===== src/rtl/stream_pkg.sv =====
// Shared definitions for the width-converting stream blocks (serializer and
// the matching deserializer).
package stream_pkg;

   // Default narrow-side beat width used by the width converters.
   localparam int OUT_WIDTH_DEFAULT = 8;

   // Width of a beat counter that indexes `ratio` beats; never narrower than
   // one bit so the counter stays a legal vector for any ratio.
   function automatic int beat_idx_w(input int ratio);
      return ($clog2(ratio) > 1) ? $clog2(ratio) : 1;
   endfunction

endpackage


===== src/rtl/stream_serializer.sv =====
// Wide-to-narrow stream serializer: accepts one DATA_WIDTH word per input
// handshake and replays it as DATA_WIDTH/OUT_WIDTH beats, least-significant
// slice first, with a last-beat marker. The next word loads on the same edge
// the last beat leaves, so a continuous stream has no bubbles.
module stream_serializer
   import stream_pkg::*;
#(
   parameter int DATA_WIDTH = 32,
   parameter int OUT_WIDTH  = OUT_WIDTH_DEFAULT
) (
   input  logic                  clk,
   input  logic                  rst,
   input  logic [DATA_WIDTH-1:0] in_data,
   input  logic                  in_valid,
   output logic                  in_ready,
   output logic [OUT_WIDTH-1:0]  out_data,
   output logic                  out_valid,
   input  logic                  out_ready,
   output logic                  out_last
);

   localparam int RATIO = DATA_WIDTH / OUT_WIDTH;
   localparam int IDX_W = beat_idx_w(RATIO);
   localparam logic [IDX_W-1:0] LAST_IDX = IDX_W'(RATIO - 1);

   // Reject parameter sets that cannot be split into at least two whole beats.
   if (((DATA_WIDTH % OUT_WIDTH) != 0) || (RATIO < 2)) begin : g_bad_params
      $error("stream_serializer: DATA_WIDTH must be a multiple of OUT_WIDTH with at least 2 beats");
   end

   // The holding register is viewed as an array of beats so the current
   // beat is a plain index instead of a computed bit offset.
   logic [RATIO-1:0][OUT_WIDTH-1:0] word_q, word_d;
   logic [IDX_W-1:0]                idx_q,  idx_d;
   logic                            full_q, full_d;

   logic in_fire;
   logic out_fire;

   assign out_valid = full_q;
   assign out_data  = word_q[idx_q];
   assign out_last  = full_q & (idx_q == LAST_IDX);
   // Room exists when empty, or when the last beat is leaving this cycle.
   assign in_ready  = ~full_q | (out_last & out_ready);

   assign in_fire  = in_valid & in_ready;
   assign out_fire = out_valid & out_ready;

   // Next-state: advance the beat index on each output fire, drop to empty
   // after the last beat, and let an input fire (re)load the word.
   always_comb begin
      // NOTE: every _d gets its hold value first, so no path leaves a
      // variable unassigned and no latch is inferred.
      word_d = word_q;
      idx_d  = idx_q;
      full_d = full_q;

      if (out_fire) begin
         if (out_last) begin
            idx_d  = '0;
            full_d = 1'b0;
         end else begin
            idx_d = idx_q + IDX_W'(1);
         end
      end

      // An input fire only happens when empty or when the last beat leaves,
      // so it always starts a fresh word at beat 0.
      if (in_fire) begin
         word_d = in_data;
         idx_d  = '0;
         full_d = 1'b1;
      end
   end

   // State registers with synchronous reset taking priority over handshakes.
   always_ff @(posedge clk) begin
      // NOTE: non-blocking assignments so every register samples the
      // pre-edge values, independent of statement order.
      if (rst) begin
         word_q <= '0;
         idx_q  <= '0;
         full_q <= 1'b0;
      end else begin
         word_q <= word_d;
         idx_q  <= idx_d;
         full_q <= full_d;
      end
   end

endmodule


===== config.mk =====
export PLATFORM = sky130hd
export DESIGN_NAME = stream_serializer
export DESIGN_NICKNAME = d
export VERILOG_FILES = /design/src/rtl/stream_pkg.sv /design/src/rtl/stream_serializer.sv
export SDC_FILE = /design/constraint.sdc
export NUM_CORES = 1
export LEC_CHECK = 0
export ABC_CLOCK_PERIOD_IN_PS = 1700
export BUFFER_PORTS_ARGS = -buffer_cell sky130_fd_sc_hd__buf_2
export CORE_MARGIN = 3
export CORE_UTILIZATION = 50
export DETAILED_ROUTE_END_ITERATION = 7
export GPL_TIMING_DRIVEN = 0
export PLACE_DENSITY = 0.77
export SYNTH_ARGS = -nofsm -noshare
export SYNTH_HDL_FRONTEND = slang
export SYNTH_SLANG_ARGS = --single-unit

===== constraint.sdc =====
create_clock -name clk -period 1.7 [get_ports clk]
set_input_delay 0.085 -clock clk [delete_from_list [all_inputs] [get_ports clk]]
set_output_delay 0.085 -clock clk [all_outputs]
set_load 0.1 [all_outputs]

== Word level (Yosys, flattened, before mapping) ==
Cells that the tools add are included.
Storage, ports and cells
  register bits: 35
  output and inout port bits: 11
  logic and storage cells: 25
Operators by class
  add/sub/neg operators: 1
  reductions and logical operators: 4
  bitwise gates (word level): 6
  equal/unequal tests: 1
  muxes and demuxes: 6
  order comparisons: 1
Operator list (number)
  binary-select mux 8 bit (select 2 bit): 1
  2-to-1 mux 8 bit: 1
  AND 1 bit: 4
  nonzero test 2 bit: 2
  < comparator 2 x 3 -> 1 bit (second input constant): 1
  2-to-1 mux 1 bit: 3
  adder 2 x 1 -> 2 bit (second input constant): 1
  equality test 2 bit (second input constant): 1
  2-to-1 mux 2 bit: 1
  AND reduction 2 bit: 1
  OR reduction 2 bit: 1
  NOT 1 bit: 1
  bitwise OR 1 bit: 1

== Longest topological paths before layout ==
Gate-level depths: netlist (run 1).
  depth after elaboration: 7
  mapped depth: 6
  depth with buffers taken out: 4

== Worst setup path before layout (run 1) ==
Ideal clock, no wire load.
  path type: register to register
  start: register full_q (netlist: out_valid)
  end: register idx_q[1]
  period minus slack after synthesis: 2.045 ns
  arrival: 1.958 ns
  library setup time: 0.087 ns
  stages on the path, launching flop included: 5
  required time: 1.613 ns
  path slack: -0.345 ns
  cells stage by stage: dfxtp_1 -> a21boi_2 -> buf_6 -> inv_2 -> a221oi_2
On the way
  cells in the longest elaborated chain, start to end: 5
  elaborated cells between the ends (all ways): 8
RTL lines
  from (decl): RTL line stream_serializer.sv:35  | logic full_q, full_d;
  from (signal assigned): RTL line stream_serializer.sv:87  | full_q <= full_d;
  AND 1 bit: RTL line stream_serializer.sv:42  | assign out_last = full_q & (idx_q == LAST_IDX);
  AND 1 bit: RTL line stream_serializer.sv:44  | assign in_ready = ~full_q | (out_last & out_ready);
  bitwise OR 1 bit (*): RTL line stream_serializer.sv:44
  via in_ready: RTL line stream_serializer.sv:15  | output logic in_ready,
  AND 1 bit (*): RTL line stream_serializer.sv:46  | assign in_fire = in_valid & in_ready;
  OR reduction 2 bit (no line) (*)
  to (signal assigned): RTL line stream_serializer.sv:86  | idx_q <= idx_d;
  to (decl): RTL line stream_serializer.sv:34  | logic [IDX_W-1:0] idx_q, idx_d;
Mark *: on every way through the listed nets, which the timed path passes. The rest lies on a longest branch.
A chain may end at the register's enable or synchronous reset.

== Final worst setup path (run 1) ==
  start: register idx_q[0]
  end: output out_data[2]
On the way
  cells in the longest elaborated chain, start to end: 2
RTL lines
  binary-select mux 8 bit (select 2 bit): RTL line stream_serializer.sv:41  | assign out_data = word_q[idx_q];
  2-to-1 mux 8 bit (not written as such): RTL line stream_serializer.sv:41
  to (decl): RTL line stream_serializer.sv:16  | output logic [OUT_WIDTH-1:0] out_data,
Every way passes these cells. The select of a mux whose other input is x is not followed.

==> flow_summary_export.csv, run 1 <==
group,metric,value,unit
sta,slew_headroom,67.6,%
floorplanning,start_util,53.3,%
global_route,grt_usage,22.0,%
cells_and_area,fin_util,68.1,%
setup_path,critPathKind,"reg -> out",
sta,worstMarginPinSlew,0.487,ns
setup_path,crit_path_max_fanout,9,
synth,synth_compound_area_share,22.1,%
place,dpl.hpwl,3130,um
global_route,grt_max_degree,11,
power_and_ir_drop,pwr-share-seq,48.6,%
sta,max_freq,595,MHz
power_and_ir_drop,irDropWorstVdd,0.548,mV
routing,wirelength,4370,um
place,dpl_cell_area,1930,um^2
synth,synth_xor_area_share,0,%
setup_path,endpoint_kind,"output pin",
setup_path,path_delay_family,"multiplexers",
clocking,cts.htree.levels,2,
routing,vias_per_cell,5.66,
synth,yosys_warnings,0,
power_and_ir_drop,combPwrFrac,23.5,%
power_and_ir_drop,power.share.clock,27.9,%
job,drv_cap,0,
cells_and_area,area_delta_synth_final,27.8,%
sta,setup_ws,0.0189,ns
clocking,clockBufferDepth,2,
sta,period_share,98.9,%
floorplanning,chipHeight,63.5,um
cells_and_area,multi_input_area,831,um^2
clocking,tritoncts,"yes",
routing,initialDrtViolationCount,88,
sta,rsz0062_at_grt,"yes",
floorplanning,dieArea,4030,um^2
setup_path,required,1.62,ns
routing,drc,0,
synth,syn_inst,174,
global_route,grt_pass1_wl,6980,um
cells_and_area,final-instance-count-excl-fill,273,
clocking,clk_latency,0.33,ns
setup_path,worst_ep_arrival_time,1.60,ns
power_and_ir_drop,internal_power,1.28,mW
routing,firstDrtPassIters,7,
synth,syn_area_per_cell,9.50,um^2
sta,setup_viol,0,
sta,finalHoldViolCount,0,
setup_path,path_cells,"buf_12, mux4_2, buf_12",
routing,wire_per_inst,16.0,um
run_status,status,"completed",
place,io_buffer_count,44,
synth,synth_nets,211,
place,place_ws,0.0531,ns
clocking,numCtsBuffers,5,
floorplanning,rows,20,
synth,synthDistinctLibCells,21,
synth,yosysSeqAreaShare,42.4,%
setup_path,path_buf_inv,2,
cells_and_area,final_layout_size_suffix_gt1_share,34.5,%
place,dp.cells,262,
setup_path,slowest_delay,0.54,ns
cells_and_area,n_fill_cell,268,
synth,synth_mux_area_share,10.9,%
synth,synth_top_family_by_area,"compound AO/OA/AOI/OAI gates",
clocking,clkTransAtPathRegs,0.10,ns
global_route,overflow,0,
sta,hold_slack,0.00670,ns
power_and_ir_drop,swShare,30.7,%
floorplanning,pin_count,47,
global_route,antenna_found_initial,0,
synth,synthAdderAreaFrac,0.757,%
sta,final.setup_skew,0.00412,ns
min_path,hp-class,"in -> reg",
setup_path,cp-start-kind,"register",
place,gp_congestion,0.796,
routing,vias,1545,
clocking,clockRootBuffer,"clkbuf_4",
cells_and_area,antenna_cells,0,
setup_path,cp_slowest_cell,"mux4_2",
cells_and_area,final_nets,265,
floorplanning,coreArea,3100,um^2
power_and_ir_drop,power.density,872,nW/um^2
synth,syn_area,1650,um^2
power_and_ir_drop,p_leak,0.806,nW
global_route,grt_pass1_vias,1554,
synth,yosys.area_share.simple,16.5,%
cells_and_area,design_area,2110,um^2
power_and_ir_drop,switching_power,0.565,mW
clocking,clock_sinks,35,
sta,period_needed,1.68,ns
setup_path,crit_path_frequent_cell,"buf_12",
cells_and_area,area.sequential,707,um^2
sta,slew_violations,0,
synth,synth_seq_cells,35,
floorplanning,dieWidth,63.5,um
routing,ant_nets,0,
==> final timing paths <==
path	from	endpoint	slack, ns	cells after the start
worst max-delay path	idx_q[0]	out_data[2]	0.02	3
worst min-delay path	in_data[30]	word_q[30]	0.007	3
worst max register to register	idx_q[0]	word_q[1]	0.22	6
worst min register to register	word_q[19]	word_q[19]	0.48	2
==> power by group through the flow <==
| stage | clock (mW) | combinational (mW) | sequential, mW |
|---|---|---|---|
| 2_1_floorplan | 0 | 0.289 | 0.913 |
| 3_3_place_gp | 0 | 0.381 | 0.908 |
| 3_5_place_dp | 0 | 0.393 | 0.911 |
| 4_1_cts | 0.519 | 0.424 | 0.893 |
| 5_1_grt | 0.556 | 0.461 | 0.899 |
| 6_report | 0.513 | 0.433 | 0.894 |
==> cell type report <==
type	count	area share [%]
multi-input cells	117	39.3
flip-flops and latches	35	33.5
repair buffers	47	14.6
plain buffers	20	6.40
clock buffers	8	3.26
well taps	44	2.61
inverters	2	0.355
==> synthesized netlist by cell type <==
library cell	count	area (um^2)
a21oi_1	34	170
nand3b_1	32	240
clkbuf_1	5	18.8
buf_1	4	15.0
o21ai_1	9	45.0
clkbuf_2	1	5.00
a311oi_1	1	8.76
nand2_1	3	11.3
buf_2	6	30.0
ha_1	1	12.5
inv_2	2	7.51
nor2_1	1	3.75
buf_6	4	45.0
nand3_1	1	5.00
a21boi_2	1	11.3
mux4_2	8	180
and2_1	1	6.26
a221oi_2	1	15.0
nand2b_1	1	6.26
dfxtp_1	35	701
o21ai_0	23	115
==> worst min-delay path, delay by kind of cell <==
family / cells / cell delay, ns
and+or+nand+nor: 1 / 0.07
buffers and inverters: 1 / 0.10
AOI/OAI and AO/OA: 1 / 0.05
==> per-stage QoR <==
step	power, mW	setup TNS (ns)
4_1_cts	1.84	0
5_1_grt	1.92	-0.0609
3_5_place_dp	1.30	0
3_3_place_gp	1.29	0
6_report	1.84	0
2_1_floorplan	1.20	0
==> placed cells by master (no fill, tap or decap) <==
master         instances
buf_2                 40
a21oi_1               34
nand3b_1              32
dfxtp_1               32
o21ai_0               23
buf_6                 11
o21ai_1                9
mux4_2                 8
clkbuf_1               6
clkbuf_4               5
buf_1                  4
nand2_1                3
buf_12                 2
inv_2                  2
clkbuf_8               2
dfxtp_2                2
buf_4                  2
and2_1                 1
a21boi_2               1
nor2_1                 1
nand2b_1               1
a311oi_1               1
clkbuf_2               1
nand3_1                1
a221oi_2               1
ha_1                   1
dlygate4sd3_1          1
dfxtp_4                1
buf_8                  1
==> metal layers <==
layer  track usage (%)  up-vias  wire length [um]
li1                  -      744                 -
met1              25.0      742              1770
met2              40.9       54              2340
met3              4.46        5               219
met4              6.47        0                39
met5                 0        -                 0
==> flip-flops by register name, summed over array words and instances (netlist names) <==
name / count
out_valid: 1
idx_q: 2
word_q: 32
==> cells by family after synthesis <==
family          count (synthesis)
flops                          35
simple gates                   39
mux                             8
compound gates                 69
buf+inv                        22
fa+ha+maj                       1
==> timing repair <==
action | in CTS | in global routing
hold buffers | 1 | 0
setup buffers | 0 | 2
setup endpoints to repair | 8 | 8
gates resized for setup | 25 | 3
endpoints found under the hold margin | 1 | 0
Note: power is estimated with default switching activity, not from simulation.
==> run 2: changes to the inputs <==
--- a/config.mk
+++ b/config.mk
@@ -8,10 +8,10 @@
 export ABC_CLOCK_PERIOD_IN_PS = 1700
 export BUFFER_PORTS_ARGS = -buffer_cell sky130_fd_sc_hd__buf_2
 export CORE_MARGIN = 3
-export CORE_UTILIZATION = 50
+export CORE_UTILIZATION = 51
 export DETAILED_ROUTE_END_ITERATION = 7
 export GPL_TIMING_DRIVEN = 0
-export PLACE_DENSITY = 0.77
+export PLACE_DENSITY = 0.78
 export SYNTH_ARGS = -nofsm -noshare
 export SYNTH_HDL_FRONTEND = slang
 export SYNTH_SLANG_ARGS = --single-unit
==> run 2 against run 1 <==
Net effect: clock power is 25% higher; design area is 7.8% higher; non-clock buffer count is 15 higher; cell count is 5.5% higher; flip-flop and latch count stayed put; sequential power hardly changed; fmax is 0.17% higher; register-to-register slack hardly changed; sequential share of layout area is 2.5 points lower; critical path depth stayed put; utilization is 5.9 points higher; first-iteration DRC count is 82% higher; largest cell class unchanged; highest routed layer unchanged.
==> flow_summary_export.csv, run 2 (synthesis results as in run 1) <==
group,metric,value,unit
run_status,status,"completed",
routing,vias,1661,
place,gp_congestion,0.776,
power_and_ir_drop,p_leak,0.882,nW
cells_and_area,largest_reg_flops,32,
clocking,clockBufferDepth,2,
clocking,tritoncts,"yes",
setup_path,rr_worst_depth,6,
min_path,hp-class,"in -> reg",
cells_and_area,final_nets,280,
routing,initialDrtViolationCount,160,
floorplanning,coreArea,3080,um^2
floorplanning,pin_count,47,
floorplanning,rows,20,
routing,vias_per_cell,5.77,
setup_path,crit_path_max_fanout,7,
cells_and_area,final_layout_size_suffix_gt1_share,33.2,%
floorplanning,chipHeight,62.9,um
setup_path,path_delay_family,"multiplexers",
clocking,cts.htree.levels,2,
clocking,numCtsBuffers,5,
sta,setup_viol,0,
setup_path,cp_slowest_cell,"mux4_2",
job,drv_cap,0,
power_and_ir_drop,irDropWorstVdd,0.762,mV
global_route,grt_pass1_wl,7530,um
sta,rsz0062_at_grt,"yes",
cells_and_area,design_area,2280,um^2
sta,final.setup_skew,0.0108,ns
global_route,grt_pass1_vias,1573,
min_path,min_to,"word_q[19]",
routing,ant_nets,0,
cells_and_area,final_cell_mix,"buf_2 (40), a21oi_1 (34), dfxtp_1 (33)",
setup_path,critPathKind,"reg -> out",
setup_path,slowest_delay,0.54,ns
cells_and_area,area_delta_synth_final,37.8,%
place,dpl.hpwl,2810,um
cells_and_area,regMostFlops,"word_q",
routing,wirelength,4760,um
sta,slew_violations,0,
routing,firstDrtPassIters,4,
sta,slew_headroom,67.7,%
setup_path,path_cells,"buf_12, mux4_2, buf_12",
sta,max_freq,596,MHz
cells_and_area,layout_commonest_cell,"buf_2",
sta,finalHoldViolCount,0,
floorplanning,dieArea,3960,um^2
setup_path,required,1.62,ns
floorplanning,start_util,53.7,%
clocking,clock_sinks,35,
setup_path,r2r-end,"word_q[2]",
setup_path,r2r_slack,0.21,ns
power_and_ir_drop,p_total,2.00,mW
setup_path,path_buf_inv,2,
global_route,grt_usage,24.2,%
setup_path,worst_ep_arrival_time,1.59,ns
floorplanning,dieWidth,62.9,um
global_route,antenna_found_initial,0,
sta,period_share,98.7,%
global_route,grt_max_degree,12,
place,dpl_cell_area,1930,um^2
cells_and_area,antenna_cells,0,
sta,worstMarginPinSlew,0.487,ns
setup_path,reg2reg_from,"idx_q[0]",
place,io_buffer_count,44,
setup_path,crit_path_frequent_cell,"buf_12",
min_path,min_path_cells,3,
clocking,clk_latency,0.34,ns
setup_path,endpoint_kind,"output pin",
setup_path,cp-start-kind,"register",
clocking,clkTransAtPathRegs,0.11,ns
clocking,clockRootBuffer,"clkbuf_4",
routing,wire_per_inst,16.5,um
sta,period_needed,1.68,ns
global_route,overflow,0,
power_and_ir_drop,power.density,876,nW/um^2
min_path,worstHoldStart,"in_data[19]",
routing,drc,0,
==> run 2: cell types whose count changed in the layout (fill, tap and decap cells not counted) <==
cell / before / now
dfxtp_2: 2 / 1
buf_8: 1 / 2
clkinv_2: 0 / 1
clkbuf_8: 2 / 1
bufinv_16: 0 / 1
clkbuf_1: 6 / 5
dlygate4sd3_1: 1 / 14
dfxtp_1: 32 / 33
buf_4: 2 / 4
buf_6: 11 / 10
==> run 2: worst max-delay path by stage <==
stage	endpoint	cells after the start	slack [ns]	start
finish	out_data[1]	3	0.02	idx_q[0]
global route	out_data[1]	3	-0.03	idx_q[0]
CTS	out_data[1]	3	0.01	idx_q[0]
detailed placement	out_data[2]	3	0.07	idx_q[0]
global placement	out_data[2]	3	0.07	idx_q[0]
floorplan	idx_q[1]	4	0.02	out_valid
==> run 2: metrics by stage <==
stage	setup TNS (ns)	instances	setup WS, ns	hold WS (ns)	util, %
3_3_place_gp	0	262	0.0668	0.354	62.7
2_1_floorplan	0	174	0.0162	0.245	-
6_report	0	288	0.0218	0.00625	74.0
4_1_cts	0	278	0.0138	0.000441	70.6
3_5_place_dp	0	262	0.0654	0.361	62.7
5_1_grt	-0.0979	288	-0.0337	0.0000356	74.0
==> run 2: power by group <==
part           leakage (nW)  internal, mW  switching, mW  total, mW
sequential            0.288         0.866         0.0273      0.894
clock                0.0482         0.348          0.291      0.639
combinational         0.545         0.187          0.276      0.463
==> run 2: cell type report <==
class,instances,area [um^2]
Buffer,20,135
Clock buffer,6,51.3
Clock inverter,2,35.0
Fill cell,240,801
Inverter,2,7.51
Multi-Input combinational cell,117,831
Sequential cell,35,706
Tap cell,44,55.1
Timing Repair Buffer,62,457
==> run 2: repair_timing <==
item / 4_1_cts / 5_1_grt
endpoints found under the setup margin: 8 / 8
hold buffers: 7 / 7
hold endpoints to repair: 7 / 7
setup buffers: 1 / 3
gates resized for setup: 25 / 3
==> run 2: layer usage <==
layer,GRT usage (%),vias up,wire length [um]
met5,0,-,0
met4,11.3,0,119
met3,5.04,15,273
met2,40.8,68,2470
met1,29.3,801,1900
li1,-,777,-
==> run 2: tightest hold or removal path: cells and delay by family <==
family                 cells  cell delay, ns
buffers and inverters      1            0.10
and+or+nand+nor            1            0.07
AOI/OAI and AO/OA          1            0.06
